## src/rtl/rm_pkg.sv

```systemverilog
// Shared constants for the ray job scheduler: camera bundle layout and FSM states.
package rm_pkg;

    localparam int unsigned CAM_W      = 27;
    localparam int unsigned CAM_FIELDS = 12;
    localparam int unsigned CAM_BITS   = CAM_W * CAM_FIELDS;

    // cam_in field offsets, eye_x at the LSBs
    localparam int unsigned EYE_X_OFF    = 0 * CAM_W;
    localparam int unsigned EYE_Y_OFF    = 1 * CAM_W;
    localparam int unsigned EYE_Z_OFF    = 2 * CAM_W;
    localparam int unsigned LOOK_1_1_OFF = 3 * CAM_W;
    localparam int unsigned LOOK_1_2_OFF = 4 * CAM_W;
    localparam int unsigned LOOK_1_3_OFF = 5 * CAM_W;
    localparam int unsigned LOOK_2_1_OFF = 6 * CAM_W;
    localparam int unsigned LOOK_2_2_OFF = 7 * CAM_W;
    localparam int unsigned LOOK_2_3_OFF = 8 * CAM_W;
    localparam int unsigned LOOK_3_1_OFF = 9 * CAM_W;
    localparam int unsigned LOOK_3_2_OFF = 10 * CAM_W;
    localparam int unsigned LOOK_3_3_OFF = 11 * CAM_W;

    typedef enum logic [1:0] {
        StIdle     = 2'd0,
        StDispatch = 2'd1,
        StDrain    = 2'd2
    } state_e;

endpackage

```

## src/rtl/rr_arbiter.sv

```systemverilog
// Round-robin one-hot grant: first set request at or above ptr_i, wrapping.
module rr_arbiter #(
    parameter int unsigned WIDTH = 4,
    parameter int unsigned PTR_W = (WIDTH > 1) ? $clog2(WIDTH) : 1
) (
    input  logic [WIDTH-1:0] req_i,
    input  logic [PTR_W-1:0] ptr_i,
    output logic [WIDTH-1:0] gnt_o,
    output logic [PTR_W-1:0] gnt_idx_o
);

    logic             found;
    logic [PTR_W-1:0] idx;

    always_comb begin
        gnt_o     = '0;
        gnt_idx_o = '0;
        found     = 1'b0;
        idx       = '0;
        for (int unsigned i = 0; i < WIDTH; i++) begin
            idx = PTR_W'((32'(ptr_i) + i) % WIDTH);
            if (!found && req_i[idx]) begin
                gnt_o[idx] = 1'b1;
                gnt_idx_o  = idx;
                found      = 1'b1;
            end
        end
    end

endmodule

```

## src/rtl/ray_job_scheduler.sv

```systemverilog
// Hands raster-order pixel jobs to raymarching cores and writes their results
// into the frame buffer.
module ray_job_scheduler
    import rm_pkg::*;
#(
    parameter int unsigned NUM_CORES = 4,
    parameter int unsigned H_RES     = 640,
    parameter int unsigned V_RES     = 480,
    parameter int unsigned CORDW     = 10
) (
    input  logic                      clk,
    input  logic                      reset,
    input  logic                      frame_start,
    input  logic [CAM_BITS-1:0]       cam_in,
    output logic [CAM_BITS-1:0]       cam_out,
    output logic [NUM_CORES-1:0]      job_valid,
    input  logic [NUM_CORES-1:0]      job_ready,
    output logic [CORDW-1:0]          job_x,
    output logic [CORDW-1:0]          job_y,
    input  logic [NUM_CORES-1:0]      res_valid,
    output logic [NUM_CORES-1:0]      res_ready,
    input  logic [NUM_CORES*CORDW-1:0] res_x,
    input  logic [NUM_CORES*CORDW-1:0] res_y,
    input  logic [NUM_CORES*16-1:0]   res_color,
    output logic                      fb_we,
    output logic [18:0]               fb_addr,
    output logic [15:0]               fb_data,
    output logic                      busy,
    output logic                      frame_done
);

    localparam int unsigned PTR_W = (NUM_CORES > 1) ? $clog2(NUM_CORES) : 1;
    localparam int unsigned OUT_W = $clog2(NUM_CORES + 1);

    state_e              state_q, state_d;
    logic [CAM_BITS-1:0] cam_q, cam_d;
    logic [CORDW-1:0]    x_q, x_d, y_q, y_d;
    logic [PTR_W-1:0]    job_ptr_q, job_ptr_d, res_ptr_q, res_ptr_d;
    logic [OUT_W-1:0]    out_q, out_d;
    logic                fb_we_q, fb_we_d;
    logic [18:0]         fb_addr_q, fb_addr_d;
    logic [15:0]         fb_data_q, fb_data_d;
    logic                done_q, done_d;

    logic [NUM_CORES-1:0] job_req, job_gnt, res_gnt;
    logic [PTR_W-1:0]     job_idx, res_idx;
    logic                 job_xfer, res_xfer, cnt_inc, cnt_dec;
    logic [CORDW-1:0]     sel_x, sel_y;
    logic [15:0]          sel_c;

    function automatic logic [PTR_W-1:0] next_ptr(logic [PTR_W-1:0] i);
        if (32'(i) == NUM_CORES - 1) return '0;
        return i + 1'b1;
    endfunction

    assign job_req = (state_q == StDispatch) ? job_ready : '0;

    rr_arbiter #(
        .WIDTH (NUM_CORES),
        .PTR_W (PTR_W)
    ) u_job_arb (
        .req_i     (job_req),
        .ptr_i     (job_ptr_q),
        .gnt_o     (job_gnt),
        .gnt_idx_o (job_idx)
    );

    rr_arbiter #(
        .WIDTH (NUM_CORES),
        .PTR_W (PTR_W)
    ) u_res_arb (
        .req_i     (res_valid),
        .ptr_i     (res_ptr_q),
        .gnt_o     (res_gnt),
        .gnt_idx_o (res_idx)
    );

    assign job_xfer = |(job_gnt & job_ready);
    assign res_xfer = |(res_gnt & res_valid);
    assign sel_x    = res_x[res_idx*CORDW +: CORDW];
    assign sel_y    = res_y[res_idx*CORDW +: CORDW];
    assign sel_c    = res_color[res_idx*16 +: 16];

    // Results landing in IDLE belong to no frame and must not disturb the count
    assign cnt_inc = job_xfer;
    assign cnt_dec = res_xfer && (state_q != StIdle);

    always_comb begin
        state_d   = state_q;
        cam_d     = cam_q;
        x_d       = x_q;
        y_d       = y_q;
        job_ptr_d = job_ptr_q;
        res_ptr_d = res_ptr_q;
        out_d     = out_q;
        fb_we_d   = res_xfer;
        fb_addr_d = fb_addr_q;
        fb_data_d = fb_data_q;
        done_d    = 1'b0;

        if (res_xfer) begin
            res_ptr_d = next_ptr(res_idx);
            fb_addr_d = 19'(sel_y) * 19'(H_RES) + 19'(sel_x);
            fb_data_d = sel_c;
        end
        if (job_xfer) begin
            job_ptr_d = next_ptr(job_idx);
        end

        if (cnt_inc && !cnt_dec) begin
            out_d = out_q + 1'b1;
        end else if (cnt_dec && !cnt_inc && (out_q != '0)) begin
            out_d = out_q - 1'b1;
        end

        unique case (state_q)
            StIdle: begin
                if (frame_start) begin
                    state_d = StDispatch;
                    cam_d   = cam_in;
                    x_d     = '0;
                    y_d     = '0;
                end
            end
            StDispatch: begin
                if (job_xfer) begin
                    if (x_q == CORDW'(H_RES - 1)) begin
                        x_d = '0;
                        if (y_q == CORDW'(V_RES - 1)) begin
                            y_d     = '0;
                            state_d = StDrain;
                        end else begin
                            y_d = y_q + 1'b1;
                        end
                    end else begin
                        x_d = x_q + 1'b1;
                    end
                end
            end
            StDrain: begin
                // Done lines up with the fb_we of the last result
                if (out_d == '0) begin
                    state_d = StIdle;
                    done_d  = 1'b1;
                end
            end
            default: state_d = StIdle;
        endcase
    end

    always_ff @(posedge clk or negedge reset) begin
        if (!reset) begin
            state_q   <= StIdle;
            cam_q     <= '0;
            x_q       <= '0;
            y_q       <= '0;
            job_ptr_q <= '0;
            res_ptr_q <= '0;
            out_q     <= '0;
            fb_we_q   <= 1'b0;
            fb_addr_q <= '0;
            fb_data_q <= '0;
            done_q    <= 1'b0;
        end else begin
            state_q   <= state_d;
            cam_q     <= cam_d;
            x_q       <= x_d;
            y_q       <= y_d;
            job_ptr_q <= job_ptr_d;
            res_ptr_q <= res_ptr_d;
            out_q     <= out_d;
            fb_we_q   <= fb_we_d;
            fb_addr_q <= fb_addr_d;
            fb_data_q <= fb_data_d;
            done_q    <= done_d;
        end
    end

    assign cam_out    = cam_q;
    assign job_valid  = job_gnt;
    assign res_ready  = res_gnt;
    assign job_x      = x_q;
    assign job_y      = y_q;
    assign fb_we      = fb_we_q;
    assign fb_addr    = fb_addr_q;
    assign fb_data    = fb_data_q;
    assign busy       = (state_q != StIdle);
    assign frame_done = done_q;

endmodule

```

## config.mk

```make
export PLATFORM = sky130hd
export DESIGN_NAME = ray_job_scheduler
export DESIGN_NICKNAME = d
export VERILOG_FILES = /design/src/rtl/rm_pkg.sv /design/src/rtl/rr_arbiter.sv /design/src/rtl/ray_job_scheduler.sv
export SDC_FILE = /design/constraint.sdc
export NUM_CORES = 1
export LEC_CHECK = 0
export ABC_AREA = 0
export BUFFER_PORTS_ARGS = -buffer_cell sky130_fd_sc_hd__buf_2
export CORE_AREA = 2 2 338 340
export DETAILED_ROUTE_END_ITERATION = 16
export DIE_AREA = 0 0 340 342
export GPL_ROUTABILITY_DRIVEN = 0
export GPL_TIMING_DRIVEN = 0
export HOLD_SLACK_MARGIN = 0.06
export SETUP_SLACK_MARGIN = 0.5
export SLEW_MARGIN = 5
export SYNTH_ARGS = -nofsm -noshare
export SYNTH_HDL_FRONTEND = slang
export SYNTH_HIERARCHICAL = 1
export SYNTH_SLANG_ARGS = --single-unit
```

## constraint.sdc

```tcl
create_clock -name clk -period 6.71 [get_ports clk]
set_input_delay 0 -clock clk [delete_from_list [all_inputs] [get_ports clk]]
set_output_delay 0 -clock clk [all_outputs]
set_load 0.005 [all_outputs]
```

==> key figures <==
Synthesis
  • Cell area after synthesis: 0.0175 mm2
  • Top cells by area, synth: dfrtp_1 (56%), mux2_2 (21%), mux4_2 (5.4%), nand2_1 (2.6%), ha_1 (2.6%)
  • Top FF cell, synth: dfrtp_1
  • Yosys top cell by area: dfrtp_1
  • Area share of the largest cell type after synthesis: 55.9%
  • Number of enable flip-flop cells after synthesis: 0
  • Mean instance size in the synthesized netlist: 13.9 um2
  • Sequential fraction of the synthesis area: a little under three fifths
  • Seq cells post-synth: between 300 and 400
  • Synthesis warning total: 6
  • Proportion of register bits with asynchronous set or reset after synthesis: 100%
  • List of most frequent post-synthesis cells: dfrtp_1 (390), mux2_2 (325), nand2_1 (122)
  • Synthesized Nets: 1778
  • Most frequently used cell type in the post-synthesis netlist: dfrtp_1
  • Number of distinct library cells after synthesis: 73
  • Cells after Synth: 1261

STA
  • Final hold vios: 0
  • Clock Skews: about 0.012 ns
  • Sum of negative setup slack: 0 ns
  • Least-Margin Pin Slew: 0.759 ns
  • Highest Clock Rate: 0.172 GHz
  • Final-report setup violation count: 0
  • Ratio of final minimum period to clock period: 86.7%
  • RSZ-0062 raised after global routing: false
  • Final critical-path required period: between 5 and 6 ns
  • Pins over their slew limit: 0
  • Worst relative slew slack: between 40% and 50%
  • Min Hold Slack: 0.0745 ns

Floorplan
  • Die height: 342 um
  • Core Region: 0.113 mm2
  • Site row count: about 120
  • Die footprint: roughly 0.12 mm2
  • Top-Level Pins: slightly below 900
  • Effective utilization at floorplan: 15.4%
  • Die outline width: 340 um

Pwr
  • Total power of the final layout: 14500 uW
  • Cell leakage power: 0.0139 uW
  • Cell Int Power: 8820 uW
  • Logic gate share of total power: 53.0%
  • Switching power share of the total: 39.0%
  • Part of the power in the clock network: between 10% and 20%
  • PD cells: 493 mW/mm2
  • Part of the total power dissipated in sequential elements: roughly 29%
  • IR drop worst, VDD: 0.494 mV
  • Sw power: 5630 uW

Setup path
  • Cell family contributing the most delay on the critical path: simple AND/OR/NAND/NOR gates
  • Arrival time of data at the critical path endpoint: 6.33 ns
  • Max Fanout on Critical Path: 10
  • Category of the worst setup path launch point: flip-flop
  • Most used cell along the critical path: ha_1
  • Element type at the critical path end: flip-flop
  • Logic depth of the worst setup path including buffers: 21
  • Type of the setup path with the least slack: flip-flop to flip-flop
  • Reg2Reg Launch Point: res_ptr_q[0]$_DFFE_PN0P_
  • R2R depth: 21
  • FF-to-FF setup slack: 0.89 ns
  • Launching instance or port of the critical path: res_ptr_q[0]$_DFFE_PN0P_
  • Crit path largest cell delay: 0.51 ns
  • WP data required: 7.22 ns
  • Slowest stage cell, crit path: or4_1
  • CP Cell Sequence: buf_2 > inv_1 > ha_1 > mux4_2 > nor2b_4 > o21ai_1 > and3_1 > o22ai_1 > buf_6 > clkbuf_8 > mux4_2 > ha_1 > ha_1 > inv_1 > fa_1 > and2b_2 > o22ai_1 > xnor2_2 > nand4_1 > or4_1 > a31oi_1
  • Buf/Inv on CP: 5
  • End of the worst register-to-register path: fb_addr[18]$_DFFE_PN0P_
  • End of the critical path: fb_addr[18]$_DFFE_PN0P_

Outcome
  • Result of the run: complete, no violations

Clock tree
  • Clock-pin slew reported for the worst setup and hold paths after clock tree synthesis: 0.06 ns
  • H-tree levels: 2
  • Cell at the root of the clock tree: clkbuf_16
  • Sink count of the clock tree: between 300 and 400
  • TritonCTS clock tree: built
  • Skew-Pair Late Insertion Delay: 0.59 ns
  • Largest buffer count on any clock path: 3
  • TritonCTS Buffers: 47

Routing
  • Via Count: 15700
  • DRC violation count after routing: 0
  • DRC violation total after the first TritonRoute iteration: 595
  • Via density per instance: 3.82
  • Sum of routed wire length over all layers: between 70 and 80 mm
  • Routed wire per std cell: 19.3 um
  • Antenna violation net count after detailed routing: 0
  • Pre-Repair DR Iteration Count: 4

Placed design
  • HPWL reported at the end of detailed placement: 61.9 mm
  • Instance area after placement: 0.0238 mm2
  • Dpl cells: ~3600
  • Quantity of I/O buffers inserted on ports: 868

Cells and area
  • Total non-filler cell area in the finished layout: 0.0293 mm2
  • Count of fill cells added during filler insertion: 11700
  • P&R area growth vs syn: 67.8%
  • Finished Layout Cells: between 4000 and 5000
  • Layout cells sized above 1: a little over half
  • Number of nets in the layout: slightly above 3000

Flow run
  • Max capacitance violation total: 0

GRT
  • Aggregate global routing overflow: 0
  • Antenna violations before repair: 18
  • Vias in the first global route: 16600
  • Global-route wire length before repair: 111 mm
  • Largest net degree at the start of global routing: 113
  • Combined global-route utilization of all metal layers: 13.0%

Hold path
  • Type of the worst min-delay path: input port to flip-flop
==> routing by layer <==
metal	wire length [um]	GRT usage, %	part of all wire [%]	up-vias
li1	-	-	-	7168
met1	30800	14.7	39	7843
met2	40500	23.2	51	599
met3	5640	3.77	7.1	117
met4	2430	4.51	3.1	18
met5	129	0	0.16	-
==> through the flow <==
step	utilization, %	worst slack (ns)
floorplan	-	1.19
global placement	21.0	-2.55
detailed placement	21.0	-0.399
CTS	25.9	0.508
global route	25.9	0.494
finish	25.9	0.889
==> cells by family after synthesis <==
| group | after synthesis | synth area share [%] |
|---|---|---|
| flops | 390 | 55.9 |
| mux | 375 | 26.9 |
| simple gates | 235 | 6.43 |
| compound gates | 122 | 4.95 |
| buf+inv | 87 | 2.33 |
| fa+ha+maj | 38 | 2.81 |
| xor+xnor | 14 | 0.702 |
==> what timing repair did <==
action	CTS	global route
buffers inserted	0	3
setup endpoints to repair	7	4
pin swaps	0	0
endpoints found under the hold margin	567	0
gates resized for setup	10	7
hold buffers	380	0
==> final cells by class <==
type | count | area (um2) | share of cell area [%]
plain buffers | 65 | 370 | 1.26
flip-flops and latches | 390 | 9760 | 33.3
repair buffers | 1254 | 8280 | 28.2
clock buffers | 71 | 1410 | 4.80
multi-input cells | 784 | 7310 | 24.9
inverters | 22 | 82.6 | 0.282
well taps | 1512 | 1890 | 6.45
clock inverters | 15 | 205 | 0.700
diodes | 5 | 12.5 | 0.0427
==> state kept, by name, summed over array words and instances (netlist names), 2 cells and up <==
signal / flops
state_q: 2
job_y: 10
cam_out: 324
out_q: 3
job_x: 10
job_ptr_q: 2
fb_addr: 19
fb_data: 16
res_ptr_q: 2
==> power groups by stage <==
stage / clock, uW / sequential [uW] / combinational [uW]
after floorplan: 0 / 4190 / 4110
after global placement: 0 / 4090 / 7220
after detailed placement: 0 / 4130 / 7280
after CTS: 2730 / 4120 / 7790
after global routing: 2820 / 4280 / 8450
final: 2640 / 4150 / 7660
==> worst min-delay path by stage <==
stage	startpoint	cells past startpoint	end
2_1_floorplan	reset	0	cam_out[0]$_DFFE_PN0P_
4_1_cts	job_ready[0]	5	state_q[0]$_DFFE_PN0P_
5_1_grt	res_x[7]	5	fb_addr[7]$_DFFE_PN0P_
6_report	res_x[7]	5	fb_addr[7]$_DFFE_PN0P_
3_5_place_dp	reset	1	cam_out[295]$_DFFE_PN0P_
3_3_place_gp	cam_in[244]	2	cam_out[244]$_DFFE_PN0P_
==> worst register-to-register path, cell delays in order (launching register included) <==
cell      delay, ns
dfrtp_2        0.45
buf_2          0.25
inv_1          0.11
ha_1           0.42
mux4_2         0.45
nor2b_4        0.22
o21ai_1        0.09
and3_1         0.18
o22ai_1        0.24
buf_6          0.22
clkbuf_8       0.23
mux4_2         0.45
ha_1           0.33
ha_1           0.19
inv_1          0.06
fa_1           0.39
and2b_2        0.25
o22ai_1        0.11
xnor2_2        0.22
nand4_1        0.19
or4_1          0.51
a31oi_1        0.18
==> cell usage in the layout (no fill, tap or decap), types with 6 or more instances in the layout <==
| cell | instances |
|---|---|
| inv_1 | 20 |
| dfrtp_1 | 389 |
| clkinv_2 | 6 |
| and3_1 | 8 |
| o21ai_1 | 6 |
| o31ai_1 | 11 |
| mux4_2 | 42 |
| a21oi_1 | 6 |
| mux2_2 | 325 |
| and2_1 | 7 |
| ha_1 | 36 |
| clkbuf_1 | 16 |
| o21ai_0 | 39 |
| xnor2_1 | 6 |
| clkbuf_16 | 47 |
| nand3_1 | 11 |
| nor2_1 | 37 |
| mux2i_1 | 7 |
| buf_2 | 911 |
| xor2_1 | 7 |
| nor3_1 | 11 |
| nand2_1 | 122 |
| clkbuf_8 | 17 |
| a22oi_1 | 13 |
| dlygate4sd3_1 | 379 |
Power figures use the tool's default switching activity.
